===== src/rtl/if_fetch_stage_if.sv =====
// Instruction-memory request/ack bus between the fetch stage (master) and instruction memory (slave).
// The master holds IMemReq and IMemAddr steady until the slave pulses IMemAck with IMemRData.
interface if_fetch_stage_if;
  logic        IMemReq;
  logic [31:0] IMemAddr;
  logic        IMemAck;
  logic [31:0] IMemRData;

  modport master (output IMemReq, output IMemAddr, input IMemAck, input IMemRData);
  modport slave  (input IMemReq, input IMemAddr, output IMemAck, output IMemRData);
endinterface


===== src/rtl/if_fetch_stage.sv =====
// Instruction-fetch stage: fetch PC, one-outstanding memory requests, fetch buffer and IF/ID register.
// Optional IF_PERF_CNT_EN adds saturating BubbleCount/DiscardCount; otherwise both are tied to zero.
module if_fetch_stage #(
  parameter logic [31:0] RESET_PC  = 32'h0000_0000,
  parameter int unsigned FB_DEPTH  = 2,
  parameter logic [31:0] NOP_INSTR = 32'h0000_0000
) (
  input  logic                   Clock,
  input  logic                   Reset,
  input  logic                   PC_WriteEnable,
  input  logic                   IFIDWriteEnable,
  input  logic                   IFIDFlush,
  input  logic                   Branch,
  input  logic [31:0]            BranchDest,
  input  logic                   Jump,
  input  logic [31:0]            JumpDest,
  if_fetch_stage_if.master       imem,
  output logic [31:0]            Instruction,
  output logic [31:0]            PC_Out,
  output logic                   IFIDValid,
  output logic [31:0]            BubbleCount,
  output logic [31:0]            DiscardCount
);

  localparam int PTR_W = (FB_DEPTH > 1) ? $clog2(FB_DEPTH) : 1;
  localparam int CNT_W = PTR_W + 1;
  localparam logic [CNT_W-1:0] FULL_CNT = CNT_W'(FB_DEPTH);

  typedef enum logic [1:0] {S_IDLE, S_REQ, S_DISCARD} state_t;

  state_t           state;
  logic [31:0]      fetch_pc;
  logic [PTR_W-1:0] head;
  logic [PTR_W-1:0] tail;
  logic [CNT_W-1:0] count;
  logic [31:0]      fb_pc    [FB_DEPTH];
  logic [31:0]      fb_instr [FB_DEPTH];

  logic             redirect;
  logic [31:0]      redirect_pc;
  logic             ack;
  logic             accept;
  logic             buf_empty;
  logic             load_head;
  logic             load_bypass;
  logic             push;
  logic             pop;
  logic [CNT_W-1:0] count_next;
  logic             go;
  logic [31:0]      pc_next;

  // A response is only kept when it answers a live request and no redirect lands on it.
  // Requests are issued only while a slot is free after this cycle, so the response always fits.
  always_comb begin
    redirect    = Jump | Branch;
    redirect_pc = Jump ? JumpDest : BranchDest;
    ack         = imem.IMemReq & imem.IMemAck;
    accept      = ack & (state == S_REQ) & ~redirect;
    buf_empty   = (count == '0);
    load_head   = ~IFIDFlush & IFIDWriteEnable & ~buf_empty;
    load_bypass = ~IFIDFlush & IFIDWriteEnable & buf_empty & accept;
    push        = accept & ~load_bypass;
    pop         = load_head;
    if (redirect)
      count_next = '0;
    else
      count_next = count + CNT_W'(push) - CNT_W'(pop);
    go = PC_WriteEnable & (count_next < FULL_CNT);
    if (redirect)
      pc_next = redirect_pc;
    else if (accept)
      pc_next = fetch_pc + 32'd4;
    else
      pc_next = fetch_pc;
  end

  // Fetch FSM with registered request outputs; DISCARD keeps the old request alive until its ack.
  always_ff @(posedge Clock or negedge Reset) begin
    if (!Reset) begin
      state         <= S_IDLE;
      fetch_pc      <= RESET_PC;
      imem.IMemReq  <= 1'b0;
      imem.IMemAddr <= RESET_PC;
      head          <= '0;
      tail          <= '0;
      count         <= '0;
    end else begin
      fetch_pc <= pc_next;
      count    <= count_next;
      if (redirect) begin
        head <= '0;
        tail <= '0;
      end else begin
        if (push) tail <= tail + 1'b1;
        if (pop)  head <= head + 1'b1;
      end
      case (state)
        S_IDLE: begin
          imem.IMemAddr <= pc_next;
          if (go) begin
            state        <= S_REQ;
            imem.IMemReq <= 1'b1;
          end
        end
        S_REQ, S_DISCARD: begin
          if (ack) begin
            imem.IMemAddr <= pc_next;
            state         <= go ? S_REQ : S_IDLE;
            imem.IMemReq  <= go;
          end else if (redirect) begin
            state <= S_DISCARD;
          end
        end
        default: begin
          state        <= S_IDLE;
          imem.IMemReq <= 1'b0;
        end
      endcase
    end
  end

  always_ff @(posedge Clock) begin
    if (push) begin
      fb_pc[tail]    <= fetch_pc;
      fb_instr[tail] <= imem.IMemRData;
    end
  end

  // IF/ID register: flush beats hold, hold beats load, and an empty buffer forwards the ack directly.
  always_ff @(posedge Clock or negedge Reset) begin
    if (!Reset) begin
      Instruction <= NOP_INSTR;
      PC_Out      <= 32'h0;
      IFIDValid   <= 1'b0;
    end else if (IFIDFlush) begin
      Instruction <= NOP_INSTR;
      IFIDValid   <= 1'b0;
    end else if (IFIDWriteEnable) begin
      if (load_head) begin
        Instruction <= fb_instr[head];
        PC_Out      <= fb_pc[head];
        IFIDValid   <= 1'b1;
      end else if (load_bypass) begin
        Instruction <= imem.IMemRData;
        PC_Out      <= fetch_pc;
        IFIDValid   <= 1'b1;
      end else begin
        Instruction <= NOP_INSTR;
        IFIDValid   <= 1'b0;
      end
    end
  end

`ifdef IF_PERF_CNT_EN
  logic bubble;
  logic dropped;

  assign bubble  = ~IFIDFlush & IFIDWriteEnable & buf_empty & ~accept;
  assign dropped = ack & ((state == S_DISCARD) | ((state == S_REQ) & redirect));

  always_ff @(posedge Clock or negedge Reset) begin
    if (!Reset) begin
      BubbleCount  <= 32'h0;
      DiscardCount <= 32'h0;
    end else begin
      if (bubble && BubbleCount != 32'hFFFF_FFFF)
        BubbleCount <= BubbleCount + 32'd1;
      if (dropped && DiscardCount != 32'hFFFF_FFFF)
        DiscardCount <= DiscardCount + 32'd1;
    end
  end
`else
  assign BubbleCount  = 32'h0;
  assign DiscardCount = 32'h0;
`endif

endmodule


===== src/flat_wrapper.sv =====
// flat-port wrapper written by rule: the top's interface ports become plain ports
module if_fetch_stage_flat 
#(
  parameter logic [31:0] RESET_PC  = 32'h0000_0000,
  parameter int unsigned FB_DEPTH  = 2,
  parameter logic [31:0] NOP_INSTR = 32'h0000_0000
)
  (Clock, Reset, PC_WriteEnable, IFIDWriteEnable, IFIDFlush, Branch, BranchDest, Jump, JumpDest, Instruction, PC_Out, IFIDValid, BubbleCount, DiscardCount, imem_IMemReq, imem_IMemAddr, imem_IMemAck, imem_IMemRData);
  if_fetch_stage_if imem_i ();
  input  logic Clock;
  input  logic Reset;
  input  logic PC_WriteEnable;
  input  logic IFIDWriteEnable;
  input  logic IFIDFlush;
  input  logic Branch;
  input  logic [31:0] BranchDest;
  input  logic Jump;
  input  logic [31:0] JumpDest;
  output logic [31:0] Instruction;
  output logic [31:0] PC_Out;
  output logic IFIDValid;
  output logic [31:0] BubbleCount;
  output logic [31:0] DiscardCount;
  output wire logic [$bits(imem_i.IMemReq)-1:0] imem_IMemReq;
  output wire logic [$bits(imem_i.IMemAddr)-1:0] imem_IMemAddr;
  input wire logic [$bits(imem_i.IMemAck)-1:0] imem_IMemAck;
  input wire logic [$bits(imem_i.IMemRData)-1:0] imem_IMemRData;
  assign imem_IMemReq = imem_i.IMemReq;
  assign imem_IMemAddr = imem_i.IMemAddr;
  assign imem_i.IMemAck = imem_IMemAck;
  assign imem_i.IMemRData = imem_IMemRData;
  if_fetch_stage #(.RESET_PC(RESET_PC), .FB_DEPTH(FB_DEPTH), .NOP_INSTR(NOP_INSTR)) u_core (.Clock(Clock), .Reset(Reset), .PC_WriteEnable(PC_WriteEnable), .IFIDWriteEnable(IFIDWriteEnable), .IFIDFlush(IFIDFlush), .Branch(Branch), .BranchDest(BranchDest), .Jump(Jump), .JumpDest(JumpDest), .imem(imem_i), .Instruction(Instruction), .PC_Out(PC_Out), .IFIDValid(IFIDValid), .BubbleCount(BubbleCount), .DiscardCount(DiscardCount));
endmodule

===== config.mk =====
export PLATFORM = sky130hd
export DESIGN_NAME = if_fetch_stage_flat
export DESIGN_NICKNAME = d
export VERILOG_FILES = /design/src/rtl/if_fetch_stage_if.sv /design/src/rtl/if_fetch_stage.sv /design/src/flat_wrapper.sv
export SDC_FILE = /design/constraint.sdc
export NUM_CORES = 1
export LEC_CHECK = 0
export BUFFER_PORTS_ARGS = -buffer_cell sky130_fd_sc_hd__buf_2
export CAP_MARGIN = 20
export CORE_MARGIN = 4
export CORE_UTILIZATION = 35
export CTS_CLUSTER_DIAMETER = 40
export DETAILED_ROUTE_END_ITERATION = 12
export PLACE_DENSITY_LB_ADDON = 0.12
export SLEW_MARGIN = 20
export SYNTH_ARGS = -nofsm -noshare
export SYNTH_HDL_FRONTEND = slang
export SYNTH_SLANG_ARGS = --single-unit
export TNS_END_PERCENT = 20

===== constraint.sdc =====
create_clock -name Clock -period 12.3 [get_ports Clock]
set_input_delay 0.615 -clock Clock [delete_from_list [all_inputs] [get_ports Clock]]
set_output_delay 0.615 -clock Clock [all_outputs]
set_load 0.02 [all_outputs]

==> metrics.md, run 1 <==
| Metric | Value |
|---|---|
| Fraction of layout cells with a size suffix above 1 | 26.9% |
| Area of the die | 0.0366 sq mm |
| Grt ovf | 0 |
| Starting Density | 35.8% |
| EDFF count, synth | roughly 130 |
| Synth cell count leaders | dfrtp_1 (136), edfxtp_1 (128), nand2_1 (112) |
| H-tree Lvls | 2 |
| Worst Tran Pin Value | 1020 ps |
| Most frequently used flop master after synthesis | dfrtp_1 |
| Final instance area | around 0.014 sq mm |
| Gate count after technology mapping | 978 |
| Flops & latches, synth | roughly 260 |
| Synth area leaders | edfxtp_1 (33%), dfrtp_1 (29%), buf_4 (4.1%) |
| Clock sink total | 264 |
| Achievable clock frequency | 0.367 GHz |
| Hpwl dp | between 15 and 20 mm |
| Initial antenna violation count | 0 |
| Clock-pin slew on the worst setup and hold paths | 50 ps |
| Bufs on Longest Clock Path | 3 |
| Crit-path cells | inv_1, ha_1, and3_1, nand2_1, nor2_1, ha_1, nor3_1, o211ai_1, o211ai_1, and3_1, a311o_1 |
| Syn avg cell area | 12.0 sq um |
| Most common cell in the netlist | dfrtp_1 |
| Setup violators final | 0 |
| PostCTS Resize Cnt | 0 |
| Setup TNS | 0 ps |
| CTS tree | built |
| Later-pin clock latency in the skew report | 510 ps |
| Power Density | 192 mW/mm^2 |
| RSZ-0062 raised after global routing | no |
| Outcome | completed |
| WP depth | 11 |
| DRC | 0 |
| Worst stage delay on the critical path | 390 ps |
| CP Capture Type | flip-flop |
| Final nets | 1272 |
| Standard-cell rows | 66 |
| Drt pass-1 iters | 4 |
| Worst Path Max Fanout | 6 |
| Avg WL per Cell | 19.1 um |
| Post-synth cell types | 57 |
| Final Wtd Congestion | 0.768 |
| Buf/Inv on CP | 1 |
| Detail Route Antenna Nets | 0 |
| CP max stage cell | and3_1 |
| Area grow syn2layout | 21.1% |
| Cell Area, Placed | around 0.013 sq mm |
| Worst r2r path cells | 11 |
| CP arrival | 3110 ps |
| Cell taking the most area after synthesis | edfxtp_1 |
| Final wirelength | 31.2 mm |
| Gr usage total | approximately 17% |
| Detailed Route Iter0 Violations | slightly below 400 |
| Ant diodes | 0 |
| CORE AREA | between 0.03 and 0.04 sq mm |
| Pins Over Slew Limit | 0 |
| Pin count of the biggest net entering global routing | 88 |
| Min cycle time layout | between 2000 and 3000 ps |
| Die Span Y | 191 um |
| Root buf cell | clkbuf_16 |
| Synth warn | 0 |
| Period utilisation layout | 22.1% |
| Number of global-route vias before repair | about 8100 |
| Max Clock Skew | 15.6 ps |
| # hold bufs at CTS | 0 |
| Setup CP Type | flip-flop to flip-flop |
| Post-synth top area share | 32.7% |
| Pwr Total | 0.00273 W |
| Worst path required time | 12680 ps |
| Area of the mapped netlist | 0.0118 sq mm |
| Min-delay worst type | primary input to asynchronous set/reset pin |
| Synth async-reset ratio | 51.5% |
| Final Hold Fails | 0 |
| Max Cap Viol | 0 |
| DR vias | 8102 |
| Sequential-to-total area share from yosys stat | 61.6% |
| Postcts setup bufs | 0 |
| Io pins | approximately 270 |
| Die extent in x | 191 um |
| Post-DR vias/cell | 4.95 |
| Number of buffers created by CTS | 40 |
| Max-slew headroom | 32.2% |
| Number of port buffers | 201 |
| Worst hold slack | roughly 210 ps |
| Peak VDD IR | approximately 0.11 mV |
| Crit-path leading delay family | simple AND/OR/NAND/NOR gates |
| First-pass GRT wire length | 47.4 mm |
| Setup crit start kind | flip-flop |
| P_leak | approximately 6 nW |
-- per-layer routing --
metal	share of wire [%]	GRT usage, %
met1	47	23.7
met2	45	25.6
met3	5.9	3.45
met4	2.2	4.31
met5	0	0
-- cells by family (layout without fill, tap and decap cells) --
logic type | count (synthesis) | count (layout) | synth area share (%)
mux | 57 | 57 | 5.05
simple gates | 294 | 294 | 12.5
compound gates | 191 | 191 | 11.5
flops | 264 | 264 | 61.6
buf+inv | 138 | 291 | 6.61
fa+ha+maj | 5 | 5 | 0.532
xor+xnor | 28 | 28 | 2.08
other cells | 1 | 64 | 0.0319
-- report_power, final --
group | total [W] | internal, W | leakage (nW) | switching, W
clock network | 0.00110 | 0.000707 | 0.659 | 0.000397
logic | 0.000529 | 0.000183 | 2.33 | 0.000346
registers | 0.00110 | 0.00102 | 2.88 | 0.0000758
-- cells in the final DEF, fill, tap and decap left out, drive strengths merged, types with 8 or more instances in the layout --
master / instances
a21oi: 36
conb: 64
buf: 211
edfxtp: 128
a221oi: 9
mux2: 19
xnor2: 20
a221o: 32
mux2i: 38
xor2: 8
clkbuf: 55
o22ai: 8
o21ai: 21
dfrtp: 136
nor2b: 32
nor4: 12
nand3: 10
inv: 9
nand2: 112
nor2: 81
clkinv: 13
a211oi: 35
a31oi: 33
nand4: 15
-- state kept, by name, summed over array words and instances (netlist names), 2 cells and up --
| signal | cells |
|---|---|
| u_core.fb_instr | 64 |
| u_core.fb_pc | 64 |
| u_core.Instruction | 32 |
| u_core.PC_Out | 32 |
| u_core.fetch_pc | 32 |
| u_core.imem.IMemAddr | 32 |
| u_core.count | 2 |
| u_core.state | 2 |
-- final cells by class --
type                       count  area [sq um]
multi-input combinational    639          4010
sequential                   264          7250
inverter                       7          26.3
clock inverter                18           155
timing repair buffer         211          1090
fill                        3197         18600
tap                          442           553
clock buffer                  55          1170
-- per-stage QoR --
step | utilization (%) | instances | worst slack [ps]
CTS | 43.4 | 1636 | 9560
detailed placement | 39.3 | 1563 | 9210
global placement | 39.3 | 1563 | 9280
floorplan | - | 1041 | 6230
finish | 43.4 | 1636 | 9580
global route | 43.4 | 1636 | 9400
-- final timing paths --
path                       slack [ps]                                   end                                start
setup / recovery                 9580       u_core.imem.IMemReq$_DFFE_PN0P_          u_core.state[1]$_DFFE_PN0P_
hold / removal                    210  u_core.imem.IMemAddr[22]$_DFFE_PN0P_                                Reset
setup reg to reg                 9580       u_core.imem.IMemReq$_DFFE_PN0P_          u_core.state[1]$_DFFE_PN0P_
hold reg to reg                   490   u_core.imem.IMemAddr[1]$_DFFE_PN0P_  u_core.imem.IMemAddr[1]$_DFFE_PN0P_
max in group asynchronous       10780         u_core.fetch_pc[17]$_DFF_PN0_                                Reset
min in group Clock                310      u_core.fb_instr[0][25]$_DFFE_PP_                   imem_IMemRData[25]
-- worst register-to-register path: stages (launching register included) --
cell	delay [ps]
dfrtp_1	370
inv_1	100
ha_1	210
and3_1	390
nand2_1	210
nor2_1	170
ha_1	190
nor3_1	60
o211ai_1	140
o211ai_1	230
and3_1	240
a311o_1	300
Power figures use the tool's default switching activity.
==> inputs of run 2 (changes only) <==
==> constraint.sdc (replaced) <==
create_clock -name Clock -period 2.4 [get_ports Clock]
set_input_delay 0.12 -clock Clock [delete_from_list [all_inputs] [get_ports Clock]]
set_output_delay 0.12 -clock Clock [all_outputs]
set_load 0.02 [all_outputs]
==> run 2 against run 1 <==
  * Final area increased by 9.1%
  * Clock-buffer cell count decreased by 7
  * Cell count increased by 6.5%
  * Setup slack got worse by 9400 ps
  * Critical path depth decreased by 1
  * First-iteration DRC count increased by 9.6%
  * Hold slack got worse by 200 ps
  * Clock skew increased by 6.5 ps
  * Sequential power increased to 5.1 times the previous value
  * Critical endpoint unchanged
  * Largest power group is now clock
==> metrics.md, run 2 (synthesized netlist as in run 1, its figures left out) <==
| Metric | Value |
|---|---|
| Final Hold Fails | 0 |
| Root buf cell | clkbuf_16 |
| Clock sink total | 264 |
| Layout Cells excl Fill | 1743 |
| Fill count | 3054 |
| Power Density | roughly 960 mW/mm^2 |
| CP Capture Type | flip-flop |
| Final cell utilization of the core | 47.3% |
| Bufs on Longest Clock Path | 3 |
| Fin worst setup slack | 187 ps |
| Max Clock Skew | ~22 ps |
| Number of global-route vias before repair | between 8000 and 9000 |
| Setup violators final | 0 |
| Starting Density | a little over a third |
| Worst path most repeated cell | o211ai_1 |
| Number of port buffers | 201 |
| Min cycle time layout | 2210 ps |
| DR vias | between 8000 and 9000 |
| Area grow syn2layout | 32.2% |
| Initial antenna violation count | 0 |
| Pin count of the biggest net entering global routing | 65 |
| Flop-to-flop setup slack | 190 ps |
| Cell Area, Placed | 0.0133 sq mm |
| Clock-pin slew on the worst setup and hold paths | 50 ps |
| Max Cap Viol | 0 |
| Pins Over Slew Limit | 0 |
| CTS tree | built |
| Later-pin clock latency in the skew report | about 520 ps |
| Detailed Route Iter0 Violations | 435 |
| Worst Tran Pin Value | between 800 and 900 ps |
| Worst r2r src | u_core.state[0]$_DFFE_PN0P_ |
| WP depth | 10 |
| Drt pass-1 iters | 6 |
| Worst r2r path cells | 10 |
| Post-DR vias/cell | slightly below 5 |
| Worst Path Max Fanout | 5 |
| Crit-path cells | ha_4, and3_4, nand2_4, nor2_4, ha_2, nor3_1, o211ai_1, o211ai_1, o21ai_1, a311o_1 |
| Achievable clock frequency | 0.452 GHz |
| CORE AREA | 0.0329 sq mm |
| Max-slew headroom | 40.0% |
| Hpwl dp | roughly 21 mm |
| Peak VDD IR | 0.548 mV |
| Setup CP Type | flip-flop to flip-flop |
| Worst path required time | 2790 ps |
| Crit-path leading delay family | compound AO/OA/AOI/OAI gates |
| Final wirelength | 31.8 mm |
| Final instance area | 0.0156 sq mm |
| CP Capture Point | u_core.imem.IMemReq$_DFFE_PN0P_ |
| Number of buffers created by CTS | 42 |
| Fraction of layout cells with a size suffix above 1 | 27.7% |
| DRC | 0 |
| Outcome | completed |
| Area of the die | 0.0366 sq mm |
| CP max stage cell | dfrtp_1 |
| RSZ-0062 raised after global routing | no |
| Standard-cell rows | 66 |
| CP arrival | 2610 ps |
| Commonest non-fill, non-tap cells in the layout | buf_2 (200), dfrtp_1 (134), edfxtp_1 (128) |
| Setup TNS | 0 ps |
| Io pins | 266 |
| Commonest non-fill, non-tap cell in the layout | buf_2 |
| Final Wtd Congestion | 0.732 |
| H-tree Lvls | 2 |
| Final nets | 1377 |
| Period utilisation layout | 92.2% |
| Setup crit start kind | flip-flop |
| Placed cell count | between 1500 and 2000 |
| Crit Reg-Reg Endpoint | u_core.imem.IMemReq$_DFFE_PN0P_ |
| Gr usage total | between 15 and 20% |
| Die Span Y | about 190 um |
| Detail Route Antenna Nets | 0 |
| Worst stage delay on the critical path | about 420 ps |
| Post-Place Worst Slack | 58.0 ps |
| Biggest regs | u_core.fb_instr: 64 flops, u_core.fb_pc: 64 flops |
| Die extent in x | approximately 190 um |
| Grt ovf | 0 |
| Start point of the critical path | u_core.state[0]$_DFFE_PN0P_ |
| Min-delay worst type | primary input to flip-flop |
| Ant diodes | 0 |
| Avg WL per Cell | 18.2 um |
| Buf/Inv on CP | 0 |
| P_leak | 6.42 nW |
| First-pass GRT wire length | around 49 mm |
[run 2: changes by cell type in the layout (fill, tap and decap cells not counted), moves of 3 or more]
cell / change
clkbuf_8: -4
buf_12: +10
inv_6: +3
clkbuf_1: -4
buf_4: +15
dlygate4sd3_1: +78
bufinv_16: +5
clkinvlp_4: +5
clkinv_2: -4
[run 2: power by group]
part	switching [W]	internal, W	total [W]
registers	0.000354	0.00525	0.00560
logic	0.00186	0.00111	0.00296
clock network	0.00216	0.00414	0.00630
total	0.00437	0.0105	0.0149
[run 2: timing repair]
item	4_1_cts	5_1_grt
setup buffers	0	1
hold buffers	78	0
gates resized for setup	0	6
endpoints found under the setup margin	0	2
endpoints found under the hold margin	266	0
[run 2: how the worst min path moves through the flow]
stage	startpoint	endpoint	cells after the start
3_5_place_dp	Reset	u_core.fetch_pc[23]$_DFF_PN0_	1
6_report	JumpDest[21]	u_core.fetch_pc[21]$_DFF_PN0_	3
2_1_floorplan	Reset	u_core.IFIDValid$_DFFE_PN0P_	0
3_3_place_gp	Reset	u_core.fetch_pc[23]$_DFF_PN0_	1
4_1_cts	JumpDest[21]	u_core.fetch_pc[21]$_DFF_PN0_	3
5_1_grt	JumpDest[21]	u_core.fetch_pc[21]$_DFF_PN0_	3
[run 2: layer usage]
| metal | global-route usage (%) | vias to the layer above | routed length [um] |
|---|---|---|---|
| met1 | 23.6 | 4062 | 14500 |
| met3 | 3.80 | 47 | 2060 |
| li1 | - | 4058 | - |
| met5 | 0 | - | 0 |
| met2 | 27.3 | 267 | 14600 |
| met4 | 4.50 | 0 | 660 |
[run 2: cell type report]
class                      instances  area (sq um)  area share, %
clock buffer                      48          1120           7.23
clock inverter                    29           359           2.31
inverter                           7          26.3          0.169
multi-input combinational        639          4060           26.1
sequential                       264          7250           46.6
tap                              442           553           3.56
timing repair buffer             314          2180           14.0
[run 2: stage by stage]
step | power (W) | hold WS (ps)
after global placement | 0.00851 | 89.0
after CTS | 0.0151 | 0.596
after floorplan | 0.00748 | -176
after detailed placement | 0.00854 | 90.4
after global routing | 0.0156 | 23.8
final | 0.0149 | 9.97
[run 2: worst min-delay path: stages]
cell     delay, ps
buf_2           80
o21ai_0        140
a21oi_1        150
